===== src/rtl/traffic_monitor.sv =====
// Receive-side checker for the one-hot intersection lights bus.
// Tracks the six-phase sequence, measures per-phase dwell and latches the first fault.
module traffic_monitor #(
    parameter int CW        = 5,
    parameter int GREEN_MIN = 8,
    parameter int GREEN_MAX = 16,
    parameter int YEL_MIN   = 2,
    parameter int YEL_MAX   = 6,
    parameter int RED_MIN   = 2,
    parameter int RED_MAX   = 6
) (
    input  logic          i_clk,
    input  logic          i_clr,
    input  logic [5:0]    i_lights,
    output logic [2:0]    o_phase,
    output logic          o_locked,
    output logic [CW-1:0] o_dwell,
    output logic          o_fault,
    output logic [2:0]    o_fault_code,
    output logic [7:0]    o_cycle_count
);

    // state    | meaning
    // ST_SYNC  | waiting for the first legal NS green, no checking
    // ST_TRACK | following the phase sequence, checking order and dwell
    // ST_FAULT | fault latched, outputs frozen until clr
    typedef enum logic [1:0] {
        ST_SYNC  = 2'd0,
        ST_TRACK = 2'd1,
        ST_FAULT = 2'd2
    } state_t;

    localparam logic [2:0] FC_NONE  = 3'd0;
    localparam logic [2:0] FC_ENC   = 3'd1;
    localparam logic [2:0] FC_SEQ   = 3'd2;
    localparam logic [2:0] FC_SHORT = 3'd3;
    localparam logic [2:0] FC_LONG  = 3'd4;

    localparam logic [CW-1:0] L_GREEN_MIN = CW'(GREEN_MIN);
    localparam logic [CW-1:0] L_GREEN_MAX = CW'(GREEN_MAX);
    localparam logic [CW-1:0] L_YEL_MIN   = CW'(YEL_MIN);
    localparam logic [CW-1:0] L_YEL_MAX   = CW'(YEL_MAX);
    localparam logic [CW-1:0] L_RED_MIN   = CW'(RED_MIN);
    localparam logic [CW-1:0] L_RED_MAX   = CW'(RED_MAX);
    localparam logic [CW-1:0] L_DWELL_ONE = CW'(1);
    localparam logic [CW-1:0] L_DWELL_SAT = {CW{1'b1}};

    logic [5:0]    r_lights_q;
    state_t        r_state;
    logic [2:0]    r_phase;
    logic [CW-1:0] r_dwell;
    logic [2:0]    r_code;
    logic [7:0]    r_cycle_cnt;

    state_t        w_state_nx;
    logic [2:0]    w_phase_nx;
    logic [CW-1:0] w_dwell_nx;
    logic [2:0]    w_code_nx;
    logic [7:0]    w_cycle_cnt_nx;

    logic          w_legal;
    logic [2:0]    w_idx;
    logic [2:0]    w_expect;
    logic [CW-1:0] w_dwell_inc;
    logic [CW-1:0] w_min;
    logic [CW-1:0] w_max;

    always_comb begin
        w_legal = $onehot(r_lights_q);
        w_idx   = 3'd0;
        for (int i = 0; i < 6; i++) begin
            if (r_lights_q[i]) begin
                w_idx = 3'(i);
            end
        end
    end

    // Dwell window of the phase currently held: green, yellow or all-red class.
    always_comb begin
        w_min = L_RED_MIN;
        w_max = L_RED_MAX;
        case (r_phase)
            3'd0, 3'd3: begin
                w_min = L_GREEN_MIN;
                w_max = L_GREEN_MAX;
            end
            3'd1, 3'd4: begin
                w_min = L_YEL_MIN;
                w_max = L_YEL_MAX;
            end
            default: begin
                w_min = L_RED_MIN;
                w_max = L_RED_MAX;
            end
        endcase
    end

    assign w_expect    = (r_phase == 3'd5) ? 3'd0 : r_phase + 3'd1;
    assign w_dwell_inc = (r_dwell == L_DWELL_SAT) ? r_dwell : r_dwell + L_DWELL_ONE;

    // Fault branches leave phase and dwell untouched so they freeze at the last good values.
    always_comb begin
        w_state_nx     = r_state;
        w_phase_nx     = r_phase;
        w_dwell_nx     = r_dwell;
        w_code_nx      = r_code;
        w_cycle_cnt_nx = r_cycle_cnt;
        case (r_state)
            ST_SYNC: begin
                if (w_legal && (w_idx == 3'd0)) begin
                    w_state_nx = ST_TRACK;
                    w_phase_nx = 3'd0;
                    w_dwell_nx = L_DWELL_ONE;
                end
            end
            ST_TRACK: begin
                if (!w_legal) begin
                    w_state_nx = ST_FAULT;
                    w_code_nx  = FC_ENC;
                end else if (w_idx == r_phase) begin
                    if (w_dwell_inc > w_max) begin
                        w_state_nx = ST_FAULT;
                        w_code_nx  = FC_LONG;
                    end else begin
                        w_dwell_nx = w_dwell_inc;
                    end
                end else if (w_idx != w_expect) begin
                    w_state_nx = ST_FAULT;
                    w_code_nx  = FC_SEQ;
                end else if (r_dwell < w_min) begin
                    w_state_nx = ST_FAULT;
                    w_code_nx  = FC_SHORT;
                end else begin
                    w_phase_nx = w_idx;
                    w_dwell_nx = L_DWELL_ONE;
                    if (r_phase == 3'd5) begin
                        w_cycle_cnt_nx = r_cycle_cnt + 8'd1;
                    end
                end
            end
            ST_FAULT: begin
                w_state_nx = ST_FAULT;
            end
            default: begin
                w_state_nx = ST_SYNC;
            end
        endcase
    end

    always_ff @(posedge i_clk) begin
        if (i_clr) begin
            r_lights_q  <= 6'd0;
            r_state     <= ST_SYNC;
            r_phase     <= 3'd0;
            r_dwell     <= '0;
            r_code      <= FC_NONE;
            r_cycle_cnt <= 8'd0;
        end else begin
            r_lights_q  <= i_lights;
            r_state     <= w_state_nx;
            r_phase     <= w_phase_nx;
            r_dwell     <= w_dwell_nx;
            r_code      <= w_code_nx;
            r_cycle_cnt <= w_cycle_cnt_nx;
        end
    end

    assign o_phase       = r_phase;
    assign o_locked      = (r_state == ST_TRACK);
    assign o_dwell       = r_dwell;
    assign o_fault       = (r_state == ST_FAULT);
    assign o_fault_code  = r_code;
    assign o_cycle_count = r_cycle_cnt;

endmodule


===== config.mk =====
export PLATFORM = sky130hd
export DESIGN_NAME = traffic_monitor
export DESIGN_NICKNAME = d
export VERILOG_FILES = /design/src/rtl/traffic_monitor.sv
export SDC_FILE = /design/constraint.sdc
export NUM_CORES = 1
export LEC_CHECK = 0
export BUFFER_PORTS_ARGS = -buffer_cell sky130_fd_sc_hd__buf_2
export CAP_MARGIN = 20
export CORE_ASPECT_RATIO = 1.25
export CORE_UTILIZATION = 50
export DETAILED_ROUTE_END_ITERATION = 8
export PLACE_DENSITY = 0.75
export SKIP_LAST_GASP = 1
export SYNTH_ARGS = -nofsm -noshare
export SYNTH_HDL_FRONTEND = slang
export SYNTH_SLANG_ARGS = --single-unit

===== constraint.sdc =====
create_clock -name i_clk -period 3.61 [get_ports i_clk]
set_clock_uncertainty 0.2 [all_clocks]
set_input_delay 0.5415 -clock i_clk [delete_from_list [all_inputs] [get_ports i_clk]]
set_output_delay 0.5415 -clock i_clk [all_outputs]
set_load 0.01 [all_outputs]

==> results.py, run 1 <==
metrics = {
    "logic_synthesis": {
        "syn_area_um2": 1700,
        "synthCells": 198,
        "ys_warn_count": 0,
        "yosysSeqAreaShare": 0.318,
        "syn-num-nets": 218,
        "ys_top_cells_by_area": "dfxtp_1 32%, ha_1 6.6%, mux2i_1 5.3%",
        "netlist-cell-type-count": 54,
        "synthArstFlopShare": 0,
        "synth-seq-cells": 27,
        "synth.avg_cell_area_um2": 8.59,
        "synth_edf_count": 0,
        "synth_flop_cell": "dfxtp_1",
        "synth_largest_area_cell": "dfxtp_1",
        "synth_top_area_frac": 0.318,
    },
    "finish": {
        "mostFrequentLayoutCells": "28 x buf_2, 24 x dfxtp_1, 21 x nor2_1",
        "final_nets": 257,
        "drive_gt1_frac": 0.280,
        "fin_area_um2": 2040,
        "area_delta_synth_final_pct": 19.8,
        "fill_cells": 308,
        "final_common_cell": "buf_2",
        "antenna_cells": 0,
    },
    "pwr": {
        "power_frac_comb": 0.347,
        "worst_ir_drop_vdd_mv": 0.268,
        "total_power_mw": 0.778,
        "seqPwrFrac": 0.426,
        "pwr-share-clk": 0.227,
        "p_int_mw": 0.520,
        "power.density_nw_per_um2": 382,
        "p_switching_mw": 0.258,
        "p_leak_nw": 0.895,
        "swShare": 0.332,
    },
    "worst_setup_path": {
        "required_ps": 3610,
        "critPathLaunchType": "flop",
        "cp.arrival_ps": 3580,
        "cp_slowest_cell": "fa_1",
        "crit-reg2reg-capture": "o_dwell[0]",
        "cp_max_fo": 2,
        "r2r_start": "r_lights_q[0]",
        "r2r_setup_slack_ps": 30,
        "crit_family": "adder cells",
        "crit_chain": "inv_2 -> fa_1 -> fa_1 -> inv_1 -> ha_2 -> fa_1 -> nor3b_4 -> nand4b_1 -> mux2_4 -> or4_4 -> a221oi_2",
        "slowest_delay_ps": 490,
        "critical_path_buf_inv_count": 2,
        "crit_path_frequent_cell": "fa_1",
        "worstSetupEndpointType": "flop",
        "crit_type": "flop to flop",
        "reg2regPathDepth": 11,
    },
    "placement": {
        "hpwlAfterDp_um": 2510,
        "gp_congestion": 0.761,
        "io_buffers": 28,
        "placed_area_um2": 1950,
    },
    "detailed_routing": {
        "drcViolationCount": 0,
        "drtPass1Iterations": 4,
        "drt-initial-drc-count": 28,
        "vias_per_cell": 5.54,
        "routedWlPerCell_um": 12.5,
        "num_vias": 1512,
        "wl_um": 3420,
        "ant_nets": 0,
    },
    "clock_network": {
        "clock-sinks": 27,
        "cts-root-buf": "clkbuf_8",
        "htreeDepth": 1,
        "path_clk_slew_ps": 100,
        "insertion_delay_ps": 280,
        "ctsHoldBuffers": 0,
        "clockBufferDepth": 2,
        "numCtsBuffers": 3,
        "cts_tree": "yes",
    },
    "timing": {
        "hold_viol": 0,
        "max_slew.worst_pin.slew_ps": 738,
        "timing.final.crit_share": 0.990,
        "max_slew_margin": 0.500,
        "max_freq_mhz": 280,
        "drv_slew": 0,
        "setup_viol": 0,
        "min_period_ps": 3580,
        "rsz0062_at_grt": "true",
    },
    "die": {
        "fp.dieW_um": 54.2,
        "rows": 23,
        "die_area_um2": 3640,
        "io_pins": 29,
        "die_height_um": 67.2,
        "start_util": 0.528,
        "core_area_um2": 3220,
    },
    "min_path": {
        "hold_class": "primary input to flop",
        "worstHoldStart": "i_lights[1]",
        "min_to": "r_lights_q[1]",
        "whs_path_depth": 2,
    },
    "run_status": {
        "status": "completed",
    },
    "global_route": {
        "grt_overflow": 0,
        "grt_pass1_vias": 1363,
        "grt_start_max_net_pins": 27,
        "grt_pass1_wl_um": 5760,
        "antenna_found_initial": 0,
        "grtUsageTotal": 0.213,
    },
    "run": {
        "cap_viol_max_count": 0,
    },
}
[timing repair]
action | in CTS | in global routing
buffers inserted | 1 | 0
setup endpoints to repair | 1 | 13
pin swaps | 5 | 1
resized for setup | 1 | 9
[cells by family after synthesis]
kind of cell	synth area share
AOI/OAI and AO/OA	0.153
xor gates and xnor gates	0.0309
adders and majority gates	0.102
buffers and inverters	0.0449
DFF	0.318
muxes	0.0596
and+or+nand+nor	0.292
[metal layers]
layer  GRT usage  vias to the layer above  wire length, µm
met5           0                        -                0
li1            -                      780                -
met4      0.0737                        0               48
met1       0.277                      697             1570
met2       0.354                       30             1710
met3      0.0293                        5               93
[area by class of cell]
cell class | instances | area [µm²] | area share
multi-input cells | 151 | 1110 | 0.545
repair buffers | 39 | 230 | 0.113
clock inverters | 1 | 7.51 | 0.00369
flip-flops and latches | 27 | 544 | 0.267
inverters | 15 | 56.3 | 0.0276
well taps | 37 | 46.3 | 0.0227
clock buffers | 3 | 41.3 | 0.0203
[through the flow]
step,TNS [ps],setup slack (ps),hold WS [ps],std cells,utilization
after CTS,0,27.3,264,273,0.623
after global placement,0,32.4,271,268,0.605
after floorplan,-56.0,-56.0,271,198,-
after detailed placement,-32.6,-32.6,281,268,0.605
final,0,34.7,270,273,0.632
after global routing,-847,-127,291,273,0.632
[power by group through the flow]
stage	Combinational, mW	Sequential [mW]	Clock [mW]
finish	0.270	0.332	0.176
global route	0.302	0.335	0.195
CTS	0.252	0.332	0.185
detailed placement	0.248	0.339	0
global placement	0.245	0.338	0
floorplan	0.169	0.341	0
[synthesized netlist by cell type, drive strengths merged (3+ instances only)]
cell type and instances:
nor2b 9, mux2i 9, or3 6, clkbuf 4
nor3b 4, dfxtp 27, nor2 21, nand4 5
a21oi 7, fa 3, and3 3, nor3 8
ha 9, inv 15, or2 3, or4 3
o21ai 8, nand2 13, nand3 3, xor2 5
[sequential cells by signal (all words and copies together), names as in the netlist]
register	count
o_cycle_count	8
r_state	2
r_lights_q	6
o_dwell	5
o_fault_code	3
o_phase	3
[how the worst max path moves through the flow]
| stage | end | from | cells past startpoint |
|---|---|---|---|
| after floorplan | o_dwell[0] | r_lights_q[3] | 11 |
| after global placement | o_dwell[0] | r_lights_q[3] | 11 |
| after detailed placement | o_dwell[0] | r_lights_q[3] | 11 |
| after CTS | o_dwell[0] | r_lights_q[0] | 11 |
| after global routing | o_cycle_count[4] | r_lights_q[1] | 14 |
| final | o_dwell[0] | r_lights_q[0] | 11 |
(Power assumes the default switching activity.)
==> run 2, diff against run 1 <==
--- a/config.mk
+++ b/config.mk
@@ -8,9 +8,9 @@
 export BUFFER_PORTS_ARGS = -buffer_cell sky130_fd_sc_hd__buf_2
 export CAP_MARGIN = 20
 export CORE_ASPECT_RATIO = 1.25
-export CORE_UTILIZATION = 50
+export CORE_UTILIZATION = 55
 export DETAILED_ROUTE_END_ITERATION = 8
-export PLACE_DENSITY = 0.75
+export PLACE_DENSITY = 0.78
 export SKIP_LAST_GASP = 1
 export SYNTH_ARGS = -nofsm -noshare
 export SYNTH_HDL_FRONTEND = slang
==> constraint.sdc (replaced) <==
create_clock -name i_clk -period 3.6 [get_ports i_clk]
set_clock_uncertainty 0.2 [all_clocks]
set_input_delay 0.54 -clock i_clk [delete_from_list [all_inputs] [get_ports i_clk]]
set_output_delay 0.54 -clock i_clk [all_outputs]
set_load 0.01 [all_outputs]
==> run 2 against run 1 <==
Compared with the run above: sequential share of layout area is 0.15 points lower; the run now ends with setup timing left; die area shrank 8.8%; routed wire length grew 4.1%.
==> results.py, run 2 (synthesis results as in run 1) <==
metrics = {
    "placement": {
        "gp_congestion": 0.888,
        "dpl_worst_slack_ps": -77.3,
        "placed_area_um2": 1910,
        "io_buffers": 28,
        "hpwlAfterDp_um": 2640,
    },
    "pwr": {
        "power.density_nw_per_um2": 360,
        "pwr-share-clk": 0.177,
        "p_int_mw": 0.479,
        "p_leak_nw": 0.895,
        "swShare": 0.350,
        "power_frac_comb": 0.370,
        "p_switching_mw": 0.258,
        "seqPwrFrac": 0.454,
        "worst_ir_drop_vdd_mv": 0.290,
    },
    "global_route": {
        "grtUsageTotal": 0.228,
        "grt_overflow": 0,
        "antenna_found_initial": 0,
        "grt_pass1_wl_um": 5950,
        "grt_pass1_vias": 1479,
        "grt_start_max_net_pins": 27,
    },
    "clock_network": {
        "clock-sinks": 27,
        "cts_tree": "yes",
        "ctsHoldBuffers": 0,
        "cts-root-buf": "clkbuf_4",
        "clockBufferDepth": 2,
        "path_clk_slew_ps": 140,
        "numCtsBuffers": 3,
        "insertion_delay_ps": 320,
        "htreeDepth": 1,
    },
    "detailed_routing": {
        "drcViolationCount": 0,
        "num_vias": 1553,
        "ant_nets": 0,
        "routedWlPerCell_um": 13.2,
        "drt-initial-drc-count": 26,
        "vias_per_cell": 5.75,
        "drtPass1Iterations": 4,
        "wl_um": 3560,
    },
    "timing": {
        "hold_viol": 0,
        "max_freq_mhz": 272,
        "timing.final.crit_share": 1.02,
        "drv_slew": 0,
        "hold_ws_ps": 216,
        "min_period_ps": 3680,
        "rsz0062_at_grt": "true",
        "max_slew_margin": 0.415,
        "max_slew.worst_pin.slew_ps": 864,
        "layout_setup_ws_ps": -80.0,
        "setup_viol": 1,
    },
    "finish": {
        "final_common_cell": "buf_2",
        "largest_reg_flops": 8,
        "final_nets": 255,
        "fin_area_um2": 2050,
        "drive_gt1_frac": 0.299,
        "area_delta_synth_final_pct": 20.5,
        "antenna_cells": 0,
        "mostFrequentLayoutCells": "28 x buf_2, 24 x dfxtp_1, 21 x nor2_1",
    },
    "worst_setup_path": {
        "crit_family": "adder cells",
        "critical_path_buf_inv_count": 2,
        "required_ps": 3650,
        "crit_chain": "inv_1 -> fa_1 -> fa_1 -> inv_1 -> ha_2 -> fa_1 -> nor3b_4 -> nand4b_1 -> mux2_4 -> or4_4 -> a221oi_2",
        "cp.arrival_ps": 3730,
        "crit_path_frequent_cell": "fa_1",
        "cp_max_fo": 2,
        "critPathLaunchType": "flop",
        "crit_type": "flop to flop",
        "worstSetupEndpointType": "flop",
        "slowest_delay_ps": 490,
        "cp_slowest_cell": "fa_1",
    },
    "run": {
        "cap_viol_max_count": 0,
    },
    "die": {
        "fp.dieW_um": 51.7,
        "start_util": 0.577,
        "core_area_um2": 2950,
        "rows": 22,
        "die_height_um": 64.2,
        "die_area_um2": 3320,
        "io_pins": 29,
    },
    "run_status": {
        "failed_checks": "setup timing",
        "status": "complete, but fails checks",
    },
    "min_path": {
        "hold_class": "primary input to flop",
    },
}
## run 2: stage by stage
| stage | instances | utilization | power [mW] | TNS [ps] |
|---|---|---|---|---|
| 4_1_cts | 267 | 0.661 | 0.702 | -27.0 |
| 6_report | 270 | 0.695 | 0.736 | -80.0 |
| 5_1_grt | 270 | 0.695 | 0.780 | -1280 |
| 3_3_place_gp | 262 | 0.649 | 0.564 | 0 |
| 3_5_place_dp | 262 | 0.649 | 0.572 | -77.3 |
| 2_1_floorplan | 198 | - | 0.511 | -112 |
## run 2: power groups by stage
stage | registers, mW | clock network [mW] | logic, mW
4_1_cts | 0.334 | 0.135 | 0.233
6_report | 0.334 | 0.130 | 0.272
3_5_place_dp | 0.340 | 0 | 0.232
2_1_floorplan | 0.342 | 0 | 0.169
5_1_grt | 0.336 | 0.144 | 0.299
3_3_place_gp | 0.339 | 0 | 0.225
## run 2: cell type report
| cell class | count | area [µm²] |
|---|---|---|
| Clock buffer | 4 | 26.3 |
| Fill cell | 226 | 897 |
| Inverter | 15 | 56.3 |
| Multi-Input combinational cell | 151 | 1160 |
| Sequential cell | 27 | 544 |
| Tap cell | 36 | 45.0 |
| Timing Repair Buffer | 37 | 215 |
## run 2: repair_timing
item	in CTS	in global routing
pin swaps	5	6
setup endpoints to repair	3	16
resized for setup	1	20
buffers inserted	1	3
## run 2: final timing paths
| path | from | to | slack (ps) | cells after the start |
|---|---|---|---|---|
| min | i_lights[5] | r_lights_q[5] | 220 | 2 |
| max reg2reg | r_lights_q[1] | o_dwell[0] | -80 | 11 |
| min reg2reg | r_state[1] | r_state[1] | 320 | 2 |
| max | r_lights_q[1] | o_dwell[0] | -80 | 11 |
## run 2: routing by layer
metal | wire, µm | vias to the layer above | track usage
li1 | - | 780 | -
met3 | 87 | 4 | 0.0262
met2 | 1870 | 37 | 0.396
met5 | 0 | - | 0
met1 | 1570 | 732 | 0.272
met4 | 36 | 0 | 0.105
## run 2: worst register-to-register path: stages (launching register included)
cell and delay, ps:
dfxtp_2 350, inv_1 50, fa_1 470, fa_1 490, inv_1 50, ha_2 170
fa_1 480, nor3b_4 240, nand4b_1 160, mux2_4 300, or4_4 420, a221oi_2 230
